`config.mk`:
```
export PLATFORM = sky130hd
export DESIGN_NAME = ex_muldiv_unit
export DESIGN_NICKNAME = d
export VERILOG_FILES = /design/src/rtl/riscv_pkg.sv /design/src/rtl/ex_muldiv_unit.sv
export SDC_FILE = /design/constraint.sdc
export NUM_CORES = 1
export LEC_CHECK = 0
export ABC_AREA = 0
export CAP_MARGIN = 20
export CORE_ASPECT_RATIO = 1.25
export CORE_MARGIN = 3
export CORE_UTILIZATION = 50
export CTS_CLUSTER_SIZE = 40
export DETAILED_ROUTE_END_ITERATION = 12
export PLACE_DENSITY = 0.81
export SLEW_MARGIN = 20
export SYNTH_ARGS = -nofsm -noshare
export SYNTH_HDL_FRONTEND = slang
export SYNTH_SLANG_ARGS = --single-unit
```
`constraint.sdc`:
```
create_clock -name i_clk -period 7.85 [get_ports i_clk]
set_input_delay 1.1775 -clock i_clk [delete_from_list [all_inputs] [get_ports i_clk]]
set_output_delay 1.1775 -clock i_clk [all_outputs]
set_load 0.05 [all_outputs]
```
`src/rtl/riscv_pkg.sv`:
```
// Shared RISC-V definitions: opcode/funct fields for the M extension,
// RV32M funct3 selectors, muldiv FSM state encoding and op-sign decode.
package riscv_pkg;

  localparam logic [6:0] OPC_OP    = 7'b0110011;
  localparam logic [6:0] F7_MULDIV = 7'b0000001;

  localparam logic [2:0] F3_MUL    = 3'b000;
  localparam logic [2:0] F3_MULH   = 3'b001;
  localparam logic [2:0] F3_MULHSU = 3'b010;
  localparam logic [2:0] F3_MULHU  = 3'b011;
  localparam logic [2:0] F3_DIV    = 3'b100;
  localparam logic [2:0] F3_DIVU   = 3'b101;
  localparam logic [2:0] F3_REM    = 3'b110;
  localparam logic [2:0] F3_REMU   = 3'b111;

  typedef enum logic [1:0] {
    ST_IDLE = 2'b00,
    ST_RUN  = 2'b01,
    ST_DONE = 2'b10
  } state_t;

  // rs1 is treated as signed for MUL, MULH, MULHSU, DIV and REM
  function automatic logic op_signed_a(input logic [2:0] f3);
    return (f3 != F3_MULHU) && (f3 != F3_DIVU) && (f3 != F3_REMU);
  endfunction

  // rs2 is treated as signed for MUL, MULH, DIV and REM
  function automatic logic op_signed_b(input logic [2:0] f3);
    return (f3 == F3_MUL) || (f3 == F3_MULH) || (f3 == F3_DIV) || (f3 == F3_REM);
  endfunction

endpackage

```
`src/rtl/ex_muldiv_unit.sv`:
```
// Iterative RV32M multiply/divide unit for the EX stage. Operands are reduced
// to magnitudes on acceptance, one radix-2 step runs per cycle in a shared
// 2*XLEN accumulator, and the sign is applied when the last step completes.
module ex_muldiv_unit
  import riscv_pkg::*;
#(
  parameter int XLEN = 32
) (
  input  logic            i_clk,
  input  logic            i_rst,
  input  logic            i_start,
  input  logic            i_flush,
  input  logic [2:0]      i_funct3,
  input  logic [XLEN-1:0] i_op_a,
  input  logic [XLEN-1:0] i_op_b,
  output logic            o_stall,
  output logic            o_done,
  output logic [XLEN-1:0] o_result
);

  localparam int CW = $clog2(XLEN) + 1;
  localparam int AW = 2 * XLEN;

  localparam logic [XLEN-1:0] ZERO_X = {XLEN{1'b0}};
  localparam logic [XLEN-1:0] ONES_X = {XLEN{1'b1}};
  localparam logic [XLEN-1:0] ONE_X  = {{(XLEN-1){1'b0}}, 1'b1};
  localparam logic [XLEN-1:0] MIN_X  = {1'b1, {(XLEN-1){1'b0}}};
  localparam logic [AW-1:0]   ONE_A  = {{(AW-1){1'b0}}, 1'b1};
  localparam logic [CW-1:0]   CNT_ONE  = CW'(1);
  localparam logic [CW-1:0]   CNT_INIT = CW'(XLEN);

  // two's complement negate when neg is set (XLEN wide)
  function automatic logic [XLEN-1:0] negate_x(input logic [XLEN-1:0] v, input logic neg);
    return neg ? (~v) + ONE_X : v;
  endfunction

  // two's complement negate when neg is set (2*XLEN wide)
  function automatic logic [AW-1:0] negate_a(input logic [AW-1:0] v, input logic neg);
    return neg ? (~v) + ONE_A : v;
  endfunction

  // absolute value when the operand is interpreted as signed
  function automatic logic [XLEN-1:0] magnitude(input logic [XLEN-1:0] v, input logic sgn);
    return negate_x(v, sgn && v[XLEN-1]);
  endfunction

  state_t          state, state_next;
  logic [2:0]      funct3_q;
  logic [XLEN-1:0] mag_q;        // multiplicand for mul, divisor for div
  logic [AW-1:0]   acc;          // product, or remainder:quotient
  logic [AW-1:0]   acc_step;
  logic [CW-1:0]   cnt;
  logic            neg_q;        // product / quotient sign
  logic            neg_r;        // remainder sign
  logic            accept, finish;
  logic            in_sa, in_sb, div_zero, div_ovf, special;
  logic [XLEN-1:0] a_mag, b_mag, special_res, final_res;
  logic [XLEN:0]   add_sum, sub_diff;
  logic [AW-1:0]   prod;

  // decode incoming operands and detect the single-cycle divide cases
  always_comb begin
    in_sa    = op_signed_a(i_funct3);
    in_sb    = op_signed_b(i_funct3);
    a_mag    = magnitude(i_op_a, in_sa);
    b_mag    = magnitude(i_op_b, in_sb);
    div_zero = i_funct3[2] && (i_op_b == ZERO_X);
    div_ovf  = i_funct3[2] && in_sa && (i_op_a == MIN_X) && (i_op_b == ONES_X);
    special  = div_zero || div_ovf;
    if (div_zero) begin
      special_res = i_funct3[1] ? i_op_a : ONES_X;
    end else begin
      special_res = i_funct3[1] ? ZERO_X : MIN_X;
    end
  end

  // one radix-2 iteration plus the sign-corrected result of that iteration
  always_comb begin
    add_sum  = {1'b0, acc[AW-1:XLEN]} + {1'b0, (acc[0] ? mag_q : ZERO_X)};
    sub_diff = acc[AW-1:XLEN-1] - {1'b0, mag_q};
    prod     = ZERO_X;
    if (funct3_q[2]) begin
      if (!sub_diff[XLEN]) begin
        acc_step = {sub_diff[XLEN-1:0], acc[XLEN-2:0], 1'b1};
      end else begin
        acc_step = {acc[AW-2:0], 1'b0};
      end
      if (funct3_q[1]) begin
        final_res = negate_x(acc_step[AW-1:XLEN], neg_r);
      end else begin
        final_res = negate_x(acc_step[XLEN-1:0], neg_q);
      end
    end else begin
      acc_step = {add_sum, acc[XLEN-1:1]};
      prod     = negate_a(acc_step, neg_q);
      if (funct3_q == F3_MUL) begin
        final_res = prod[XLEN-1:0];
      end else begin
        final_res = prod[AW-1:XLEN];
      end
    end
  end

  // FSM next state and handshake outputs
  always_comb begin
    state_next = state;
    accept     = 1'b0;
    finish     = 1'b0;
    case (state)
      ST_IDLE: begin
        if (i_start && !i_flush) begin
          accept     = 1'b1;
          state_next = special ? ST_DONE : ST_RUN;
        end else begin
          state_next = ST_IDLE;
        end
      end
      ST_RUN: begin
        if (i_flush) begin
          state_next = ST_IDLE;
        end else if (cnt == CNT_ONE) begin
          finish     = 1'b1;
          state_next = ST_DONE;
        end else begin
          state_next = ST_RUN;
        end
      end
      ST_DONE: state_next = ST_IDLE;
      default: state_next = ST_IDLE;
    endcase
    o_stall = !i_rst && (((state == ST_IDLE) && i_start && !i_flush) || (state == ST_RUN));
    o_done  = (state == ST_DONE);
  end

  // FSM state register
  always_ff @(posedge i_clk) begin
    if (i_rst) begin
      state <= ST_IDLE;
    end else if (i_flush) begin
      state <= ST_IDLE;
    end else begin
      state <= state_next;
    end
  end

  // operand latch, iteration datapath and result register
  always_ff @(posedge i_clk) begin
    if (i_rst) begin
      funct3_q <= 3'b000;
      mag_q    <= ZERO_X;
      acc      <= {AW{1'b0}};
      cnt      <= {CW{1'b0}};
      neg_q    <= 1'b0;
      neg_r    <= 1'b0;
      o_result <= ZERO_X;
    end else if (accept) begin
      funct3_q <= i_funct3;
      mag_q    <= i_funct3[2] ? b_mag : a_mag;
      acc      <= {ZERO_X, (i_funct3[2] ? a_mag : b_mag)};
      cnt      <= CNT_INIT;
      neg_q    <= (in_sa && i_op_a[XLEN-1]) ^ (in_sb && i_op_b[XLEN-1]);
      neg_r    <= in_sa && i_op_a[XLEN-1];
      if (special) begin
        o_result <= special_res;
      end
    end else if ((state == ST_RUN) && !i_flush) begin
      acc <= acc_step;
      cnt <= cnt - CNT_ONE;
      if (finish) begin
        o_result <= final_res;
      end
    end
  end

endmodule

```
-- Word-level counts from Yosys, hierarchy flattened
Cells that the tools add are included.
- logic and storage cells: 99
- register bits after elaboration: 141
- bits in writable memories: 0
- memories kept: 0
- latch bits: 0
- ROM bits: 0
- divide/modulo/power cells: 0
- shift-type cells: 0
- $mul: 0
- add/subtract/negate cells: 8
- mux-type cells: 34
- magnitude comparators: 0
- equal/unequal tests: 12
- bitwise operators: 6
- reductions and logical operators: 29
- operator list (cell ; number):
    $mux 32 ; 19
    $mux 64 ; 4
    $add 32x1->32 const B ; 4
    $not 32->32 ; 4
    $add 64x1->64 const B ; 1
    $eq 32x32->1 const B ; 2
    $not 64->64 ; 1
    $add 32x32->33 ; 1
    $sub 33x32->33 ; 1
    $logic_not 32->1 ; 1
    $logic_and 1x1->1 ; 13
    $mux 6 ; 2
    $eq 3x3->1 const B ; 2
    $eq 6x1->1 const B ; 1
    $logic_not 3->1 ; 2
    $mux 2 ; 3
    $ne 3x3->1 const B ; 2
    $sub 6x1->6 const B ; 1
    $logic_or 1x1->1 ; 5
    $mux 1 ; 5
    $pmux 2 s2 ; 1
    $reduce_bool 2->1 ; 2
    $reduce_or 2->1 ; 2
    $eq 3x1->1 const B ; 1
    8 further kinds ; 9

-- Longest topological paths before layout
Gate-level depths: netlist of the first run.
- word-level depth: 11
- gate-level depth with buffers: 27

-- Worst setup path before layout of the first run
No wires, ideal clock.
- path kind: register -> register
- start point: reg acc[31]
- end point: reg o_result[30]
- setup time: 126 ps
- required time: 7724 ps
- period minus slack after synthesis: 5765 ps
- stages on the path, launching flop included: 27
- arrival time: 5639 ps
- setup slack: 2085 ps
- cells stage by stage: dfxtp_1 > inv_1 > ha_1 > inv_1 > fa_1 > a211oi_1 > o21a_1 > a2111oi_2 > o211a_1 > nor3_1 > nor2_1 > inv_1 > clkbuf_1 > clkbuf_1 > clkbuf_1 > o21ai_0 > inv_1 > ha_1 > nor4b_1 > nand2_1 > a21oi_1 > a41oi_1 > or4b_2 > o41ai_1 > xnor2_1 > o21ai_0 > o21ai_0
- longest elaborated chain between the ends: 11
- RTL lines (item ; RTL line ; text):
    start, declared ; ex_muldiv_unit.sv:50 ; logic [AW-1:0] acc;
    start signal, assigned ; ex_muldiv_unit.sv:151 ; acc <= {AW{1'b0}};
    start signal, assigned ; ex_muldiv_unit.sv:159 ; acc <= {ZERO_X, (i_funct3[2] ? a_mag : b_mag)};
    start signal, assigned ; ex_muldiv_unit.sv:167 ; acc <= acc_step;
    $sub 33x32->33 ; ex_muldiv_unit.sv:80 ; sub_diff = acc[AW-1:XLEN-1] - {1'b0, mag_q};
    $mux 64 ; ex_muldiv_unit.sv:83 ; if (!sub_diff[XLEN]) begin
    $mux 64 ; ex_muldiv_unit.sv:82 ; if (funct3_q[2]) begin
    $not 32->32 ; ex_muldiv_unit.sv:34 ; return neg ? (~v) + ONE_X : v;
    $add 32x1->32 ; ex_muldiv_unit.sv:34 ;
    $mux 32 ; ex_muldiv_unit.sv:34 ;
    $mux 32 ; ex_muldiv_unit.sv:88 ; if (funct3_q[1]) begin
    $mux 32 (*) ; ex_muldiv_unit.sv:82 ;
    $mux 32 (*) ; ex_muldiv_unit.sv:169 ; if (finish) begin
    $mux 32 (*) ; ex_muldiv_unit.sv:166 ; end else if ((state == ST_RUN) && !i_flush) begin
    $mux 32 (*) ; ex_muldiv_unit.sv:156 ; end else if (accept) begin
    end signal, assigned ; ex_muldiv_unit.sv:164 ; o_result <= special_res;
    end signal, assigned ; ex_muldiv_unit.sv:170 ; o_result <= final_res;
    end, declared ; ex_muldiv_unit.sv:18 ; output logic [XLEN-1:0] o_result
Every way passes the cells marked *; elsewhere a longest branch is shown, timed or not. The select of a mux whose other input is x is not followed.
A chain may end at the register's enable or synchronous reset.

-- Final worst setup path of the first run
- start point: reg acc[31]
- end point: reg o_result[28]
The elaborated chain is that of the path after synthesis.

==> results of run 1 <==
-- path summary, 6_finish.rpt --
path	startpoint	endpoint	slack, ps	cells past startpoint
max	acc[31]$_SDFFE_PP0P_	o_result[28]$_SDFFE_PP0P_	1550	22
min	mag_q[16]$_SDFFE_PP0P_	mag_q[16]$_SDFFE_PP0P_	450	2
max reg2reg	acc[31]$_SDFFE_PP0P_	o_result[28]$_SDFFE_PP0P_	1550	22
min reg2reg	mag_q[16]$_SDFFE_PP0P_	mag_q[16]$_SDFFE_PP0P_	450	2
-- critical path: cells and delay by family, from the launching register on --
| family | cells | cell delay (ps) |
|---|---|---|
| AND/OR/NAND/NOR | 5 | 1630 |
| adder cells (fa/ha/maj) | 3 | 880 |
| XOR/XNOR | 1 | 170 |
| flip-flops | 1 | 380 |
| multiplexers | 1 | 300 |
| AO/OA/AOI/OAI | 9 | 2300 |
| buffers and inverters | 3 | 500 |
-- cells in the final DEF, fill, tap and decap left out, types with 15 or more instances in the layout --
| cell | instances |
|---|---|
| nor2_1 | 303 |
| nand2_1 | 253 |
| a21oi_1 | 214 |
| o21ai_0 | 176 |
| dfxtp_1 | 139 |
| xnor2_1 | 136 |
| clkdlybuf4s50_1 | 102 |
| a211oi_1 | 95 |
| xor2_1 | 86 |
| inv_1 | 79 |
| nor3_1 | 75 |
| ha_1 | 72 |
| mux2i_1 | 65 |
| o211ai_1 | 62 |
| nand3_1 | 36 |
| or3_1 | 32 |
| nand4_1 | 30 |
| o31ai_1 | 29 |
| buf_4 | 24 |
| nor4_1 | 21 |
| and2_1 | 19 |
| and3_1 | 19 |
| a311oi_1 | 19 |
| a21o_1 | 18 |
| clkbuf_16 | 17 |
| o21a_1 | 16 |
| nand2b_1 | 16 |
| a31oi_1 | 15 |
| or4_1 | 15 |
-- layer usage --
metal  GRT usage, %  up-vias
met5              0        -
met3           5.52      277
met1           44.4     8853
li1               -     8708
met4           20.7        2
met2           58.9     1131
-- metrics by stage --
stage | total power [mW] | hold slack [ps] | setup WS (ps) | cell area [µm²] | std cells
2_1_floorplan | 1.48 | 432 | 2080 | 16600 | 2413
3_3_place_gp | 1.77 | 440 | 1810 | 17600 | 2783
3_5_place_dp | 1.78 | 445 | 1700 | 17600 | 2783
4_1_cts | 2.61 | 452 | 1670 | 18200 | 2815
5_1_grt | 2.76 | 475 | 912 | 18200 | 2815
6_report | 2.65 | 454 | 1550 | 18200 | 2815
-- cell families after synthesis --
kind of cell    Yosys count  synth area share [%]
flops                   141                  17.0
xor+xnor                222                  11.7
mux                      75                  4.60
fa+ha+maj                74                  5.67
simple gates            874                  24.3
buf+inv                 249                  6.26
compound gates          778                  30.5
-- registers in the layout, indices dropped and copies added, names as in the netlist --
| name | count |
|---|---|
| acc | 64 |
| cnt | 6 |
| funct3_q | 3 |
| mag_q | 32 |
| neg_q | 1 |
| neg_r | 1 |
| o_result | 32 |
| state | 2 |
-- cell type report --
cell class / instances / area (µm²) / share of cell area [%]
tap: 412 / 515 / 2.83
clock buffer: 17 / 425 / 2.34
clock inverter: 15 / 165 / 0.907
inverter: 79 / 297 / 1.63
sequential: 141 / 2830 / 15.5
multi-input combinational: 2023 / 12800 / 70.1
timing repair buffer: 128 / 1210 / 6.65
-- report_power, final --
| group | total [mW] | switching, mW | internal, mW |
|---|---|---|---|
| clock network | 0.841 | 0.369 | 0.471 |
| registers | 0.790 | 0.0478 | 0.743 |
| logic | 1.02 | 0.657 | 0.360 |
==> flow_summary.yaml, run 1 <==
yosys:
  synthTopCellsByCount: "nor2_1, nand2_1, a21oi_1"
  async_flop_share_pct: 0
  synth_area_mm2: 0.0166
  ys_ff_latch: 141
  ys_types: 89
  postSynthAreaPerCell_um2: 6.88
  synth_edf_count: 0
  yosysSeqAreaShare_pct: 17.0
  synthCells: 2413
  synth_top_area_share_pct: 17.0
  yosysMostFrequentCell: "nor2_1"
  ys_top_cells_by_area: "dfxtp_1, xnor2_1, nor2_1, a21oi_1, nand2_1"
  yosysWarnings: 0
  synth_top_cell_by_area: "dfxtp_1"
  synth_top_flop_cell: "dfxtp_1"
  syn_nets: 2558
setup_path:
  cp_max_fo: 39
  worst_path_max_delay_cell: "nor3_1"
  crit_path_cell_trace: "inv_1, ha_1, inv_1, fa_1, a211oi_1, o21a_1, a2111oi_2, o211a_1, nor3_1, nor2_4, buf_4, mux2i_1, ha_1, nor4b_1, nand2_1, a21oi_1, a41oi_1, or3_1, o41ai_1, xnor2_1, a21oi_1, o41a_1"
  start_kind: "flip-flop"
  crit_type: "reg -> reg"
  endpoint_kind: "flip-flop"
  required_ps: 8190
  slowest_delay_ps: 690
  crit_arrival_ps: 6640
pwr:
  power.density_mw_per_mm2: 145
  worst_ir_drop_vdd_mv: 0.164
  p_leak_nw: 6.70
clock_network:
  clkTransAtPathRegs_ps: 70
  cts_buffer_depth: 2
  ctsHtreeMaxLevel: 4
  root_buffer: "clkbuf_16"
  cts_hold_buf: 0
  cts.sinks: 141
  cts_resized: 0
  cts_made_buffers: 17
  post_cts_buffers: 0
  clk_latency_ps: 460
  cts_tree: "yes"
final_layout:
  syn2layout_area_growth_pct: 9.76
  nets: 2535
  fill_cells: 3120
  fin_util_pct: 56.5
  diodes: 0
  layout-drive-gt1-share_pct: 4.91
detailed_routing:
  met2WireLength_um: 30300
  met1_length_um: 25400
  dr.first_iter.drc_count: 2564
  wl_um: 65700
  dr.max_layer_used: "met5"
  vias_per_cell: 6.74
  ant_nets: 0
  met3_wirelength_um: 5700
  vias: 19000
  dr.pass1.iters: 7
  drcViolationCount: 0
  wl_per_cell_um: 23.3
floorplanning:
  die_w_um: 169
  die_h_um: 210
  ios: 105
  std_cell_rows: 73
  initial_core_util_pct: 51.5
  die_area_mm2: 0.0354
  core_area_mm2: 0.0322
global_routing:
  overflow: 0
  grt_pass1_wl_um: 100000
  grt_pass1_vias: 17800
  grt.total_usage_pct: 35.8
  grt_max_degree: 93
  grt_antenna_before_repair: 1
timing:
  worst_pin_slew_ps: 1120
  fin_setup_tns_ps: 0
  finalSetupViolations: 0
  timing.final.crit_share_pct: 80.3
  max_slew_margin_pct: 25.6
  hold_violations: 0
  max_freq_mhz: 159
  rsz0062_at_grt: "false"
  drv_slew: 0
  finalClockSkew_ps: 7.13
  fin_crit_ps: 6300
place:
  dp_hpwl_um: 51000
  gp_congestion: 0.996
  portBuffers: 104
flow_run:
  maxCapViolations: 0
hold_path:
  hold_class: "reg -> reg"
outcome:
  outcome: "finished, final reports clean"
(Power assumes the default switching activity.)
==> run 2, diff against run 1 <==
Settings changed: PLACE_DENSITY 0.81 to 0.84.
Clock period 7.85 ns to 5.3 ns, I/O delays scaled along.
==> flow_summary.yaml, run 2 (same netlist as run 1, synthesis figures left out) <==
final_layout:
  final_cell_mix: "nor2_1, nand2_1, a21oi_1, o21ai_0, dfxtp_1"
  fin_util_pct: 59.5
  syn2layout_area_growth_pct: 15.5
  reg_top3: "acc (64), mag_q (32), o_result (32)"
  largest_reg_flops: 64
  diodes: 0
  fill_cells: 3003
  final_common_cell: "nor2_1"
  layout-drive-gt1-share_pct: 9.15
  nets: 2636
  regMostFlops: "acc"
  postLayoutCellArea_mm2: 0.0192
clock_network:
  clk_latency_ps: 460
  cts_buffer_depth: 2
  root_buffer: "clkbuf_16"
  cts_made_buffers: 17
  clkTransAtPathRegs_ps: 60
  ctsHtreeMaxLevel: 4
  cts.sinks: 141
  cts_tree: "yes"
detailed_routing:
  dr.first_iter.drc_count: 2752
  dr.pass1.iters: 6
  wl_um: 66600
  ant_nets: 0
  vias_per_cell: 6.60
  wl_per_cell_um: 22.9
  drcViolationCount: 0
  vias: 19200
floorplanning:
  core_area_mm2: 0.0322
  ios: 105
  initial_core_util_pct: 51.5
  std_cell_rows: 73
  die_w_um: 169
  die_h_um: 210
  die_area_mm2: 0.0354
setup_path:
  worst_r2r_path_depth: 16
  crit_type: "reg -> reg"
  crit_arrival_ps: 5480
  cp_max_fo: 19
  timing.rr.end: "o_result[28]$_SDFFE_PP0P_"
  r2r-start: "acc[0]$_SDFFE_PP0P_"
  required_ps: 5640
  r2r_slack_ps: 160
  start_kind: "flip-flop"
  endpoint_kind: "flip-flop"
pwr:
  swShare_pct: 38.6
  power.density_mw_per_mm2: 216
  net-switching-power_mw: 1.60
  fin_total_pwr_mw: 4.13
  seqPwrFrac_pct: 28.3
  internal_power_mw: 2.54
  pwr-share-comb_pct: 38.4
  p_leak_nw: 7.28
  clkPwrFrac_pct: 33.2
  worst_ir_drop_vdd_mv: 0.246
outcome:
  outcome: "finished, final reports clean"
timing:
  worst_hold_slack_ps: 453
  hold_violations: 0
  drv_slew: 0
  rsz0062_at_grt: "false"
  max_slew_margin_pct: 31.9
  fin_setup_tns_ps: 0
  max_freq_mhz: 194
  finalClockSkew_ps: 9.91
  finalSetupViolations: 0
  fin_crit_ps: 5140
  worst_pin_slew_ps: 1020
  timing.final.crit_share_pct: 97.0
place:
  post_dp_cell_area_mm2: 0.0184
  dp_hpwl_um: 52600
  portBuffers: 104
  gp_congestion: 1.03
hold_path:
  hold_class: "reg -> reg"
  hold_end: "mag_q[1]$_SDFFE_PP0P_"
  holdPathStages: 2
  min_from: "mag_q[1]$_SDFFE_PP0P_"
global_routing:
  grt.total_usage_pct: 36.6
  overflow: 0
  grt_pass1_vias: 18200
  grt_antenna_before_repair: 3
  grt_pass1_wl_um: 103000
  grt_max_degree: 84
flow_run:
  maxCapViolations: 0
==> run 2: cell types whose count changed in the layout (fill, tap and decap cells not counted), moves of 2 or more <==
| cell | previous run | this run |
|---|---|---|
| buf_4 | 24 | 123 |
| a211oi_1 | 95 | 93 |
| buf_12 | 0 | 2 |
| bufinv_16 | 2 | 4 |
| clkbuf_8 | 0 | 2 |
| clkinvlp_4 | 5 | 3 |
| inv_6 | 3 | 1 |
| o31ai_1 | 29 | 27 |
| o41ai_1 | 14 | 12 |
==> run 2: repair_timing <==
item / 4_1_cts / 5_1_grt
endpoints found under the setup margin: 1 / 5
pin swaps: 0 / 2
hold endpoints to repair: 0 / 0
hold buffers: 0 / 0
setup buffers: 0 / 1
resized for setup: 1 / 13
gates cloned: 0 / 0
==> run 2: metal layers <==
layer	up-vias	wire [µm]	GRT usage [%]
li1	8945	-	-
met4	4	4550	21.6
met3	257	6330	7.50
met1	8933	25600	44.9
met5	-	27	0
met2	1096	30200	59.1
==> run 2: cell type report <==
cell class                      instances  area, µm²  area share (%)
Multi-Input combinational cell       2023      12900            67.2
Sequential cell                       141       2830            14.8
Timing Repair Buffer                  229       1990            10.4
Tap cell                              412        515            2.69
Clock buffer                           20        478            2.49
Inverter                               79        297            1.55
Clock inverter                         12        183           0.953
==> run 2: per-stage QoR <==
stage | worst slack [ps] | cells
after floorplan | 38.4 | 2413
after global placement | 169 | 2883
after detailed placement | 32.9 | 2883
after CTS | 154 | 2915
after global routing | 2.73 | 2916
final | 158 | 2916
==> run 2: power by group through the flow <==
stage | Combinational [mW] | Clock (mW) | Sequential, mW
after global routing | 1.70 | 1.41 | 1.18
final | 1.59 | 1.37 | 1.17
after floorplan | 1.06 | 0 | 1.14
after CTS | 1.52 | 1.37 | 1.17
after detailed placement | 1.50 | 0 | 1.19
after global placement | 1.49 | 0 | 1.19
==> run 2: worst max path at each step <==
stage | from | to | slack, ps | cells past startpoint
floorplan | acc[31]$_SDFFE_PP0P_ | o_result[30]$_SDFFE_PP0P_ | 40 | 27
global placement | mag_q[22]$_SDFFE_PP0P_ | o_result[28]$_SDFFE_PP0P_ | 170 | 21
detailed placement | mag_q[22]$_SDFFE_PP0P_ | o_result[30]$_SDFFE_PP0P_ | 30 | 21
CTS | acc[31]$_SDFFE_PP0P_ | o_result[28]$_SDFFE_PP0P_ | 150 | 24
global route | acc[0]$_SDFFE_PP0P_ | o_result[28]$_SDFFE_PP0P_ | 3 | 17
finish | acc[0]$_SDFFE_PP0P_ | o_result[28]$_SDFFE_PP0P_ | 160 | 16
==> run 2: critical path: stages, from the launching register on <==
cell	delay (ps)
dfxtp_1	320
inv_1	150
buf_12	160
buf_4	260
nor2_1	90
ha_1	370
nand2_1	140
nor3_1	630
a21oi_1	190
o311a_1	430
and4b_1	310
or3b_2	470
or4_1	550
o31ai_2	220
xor2_1	200
a21oi_1	90
o41a_1	430
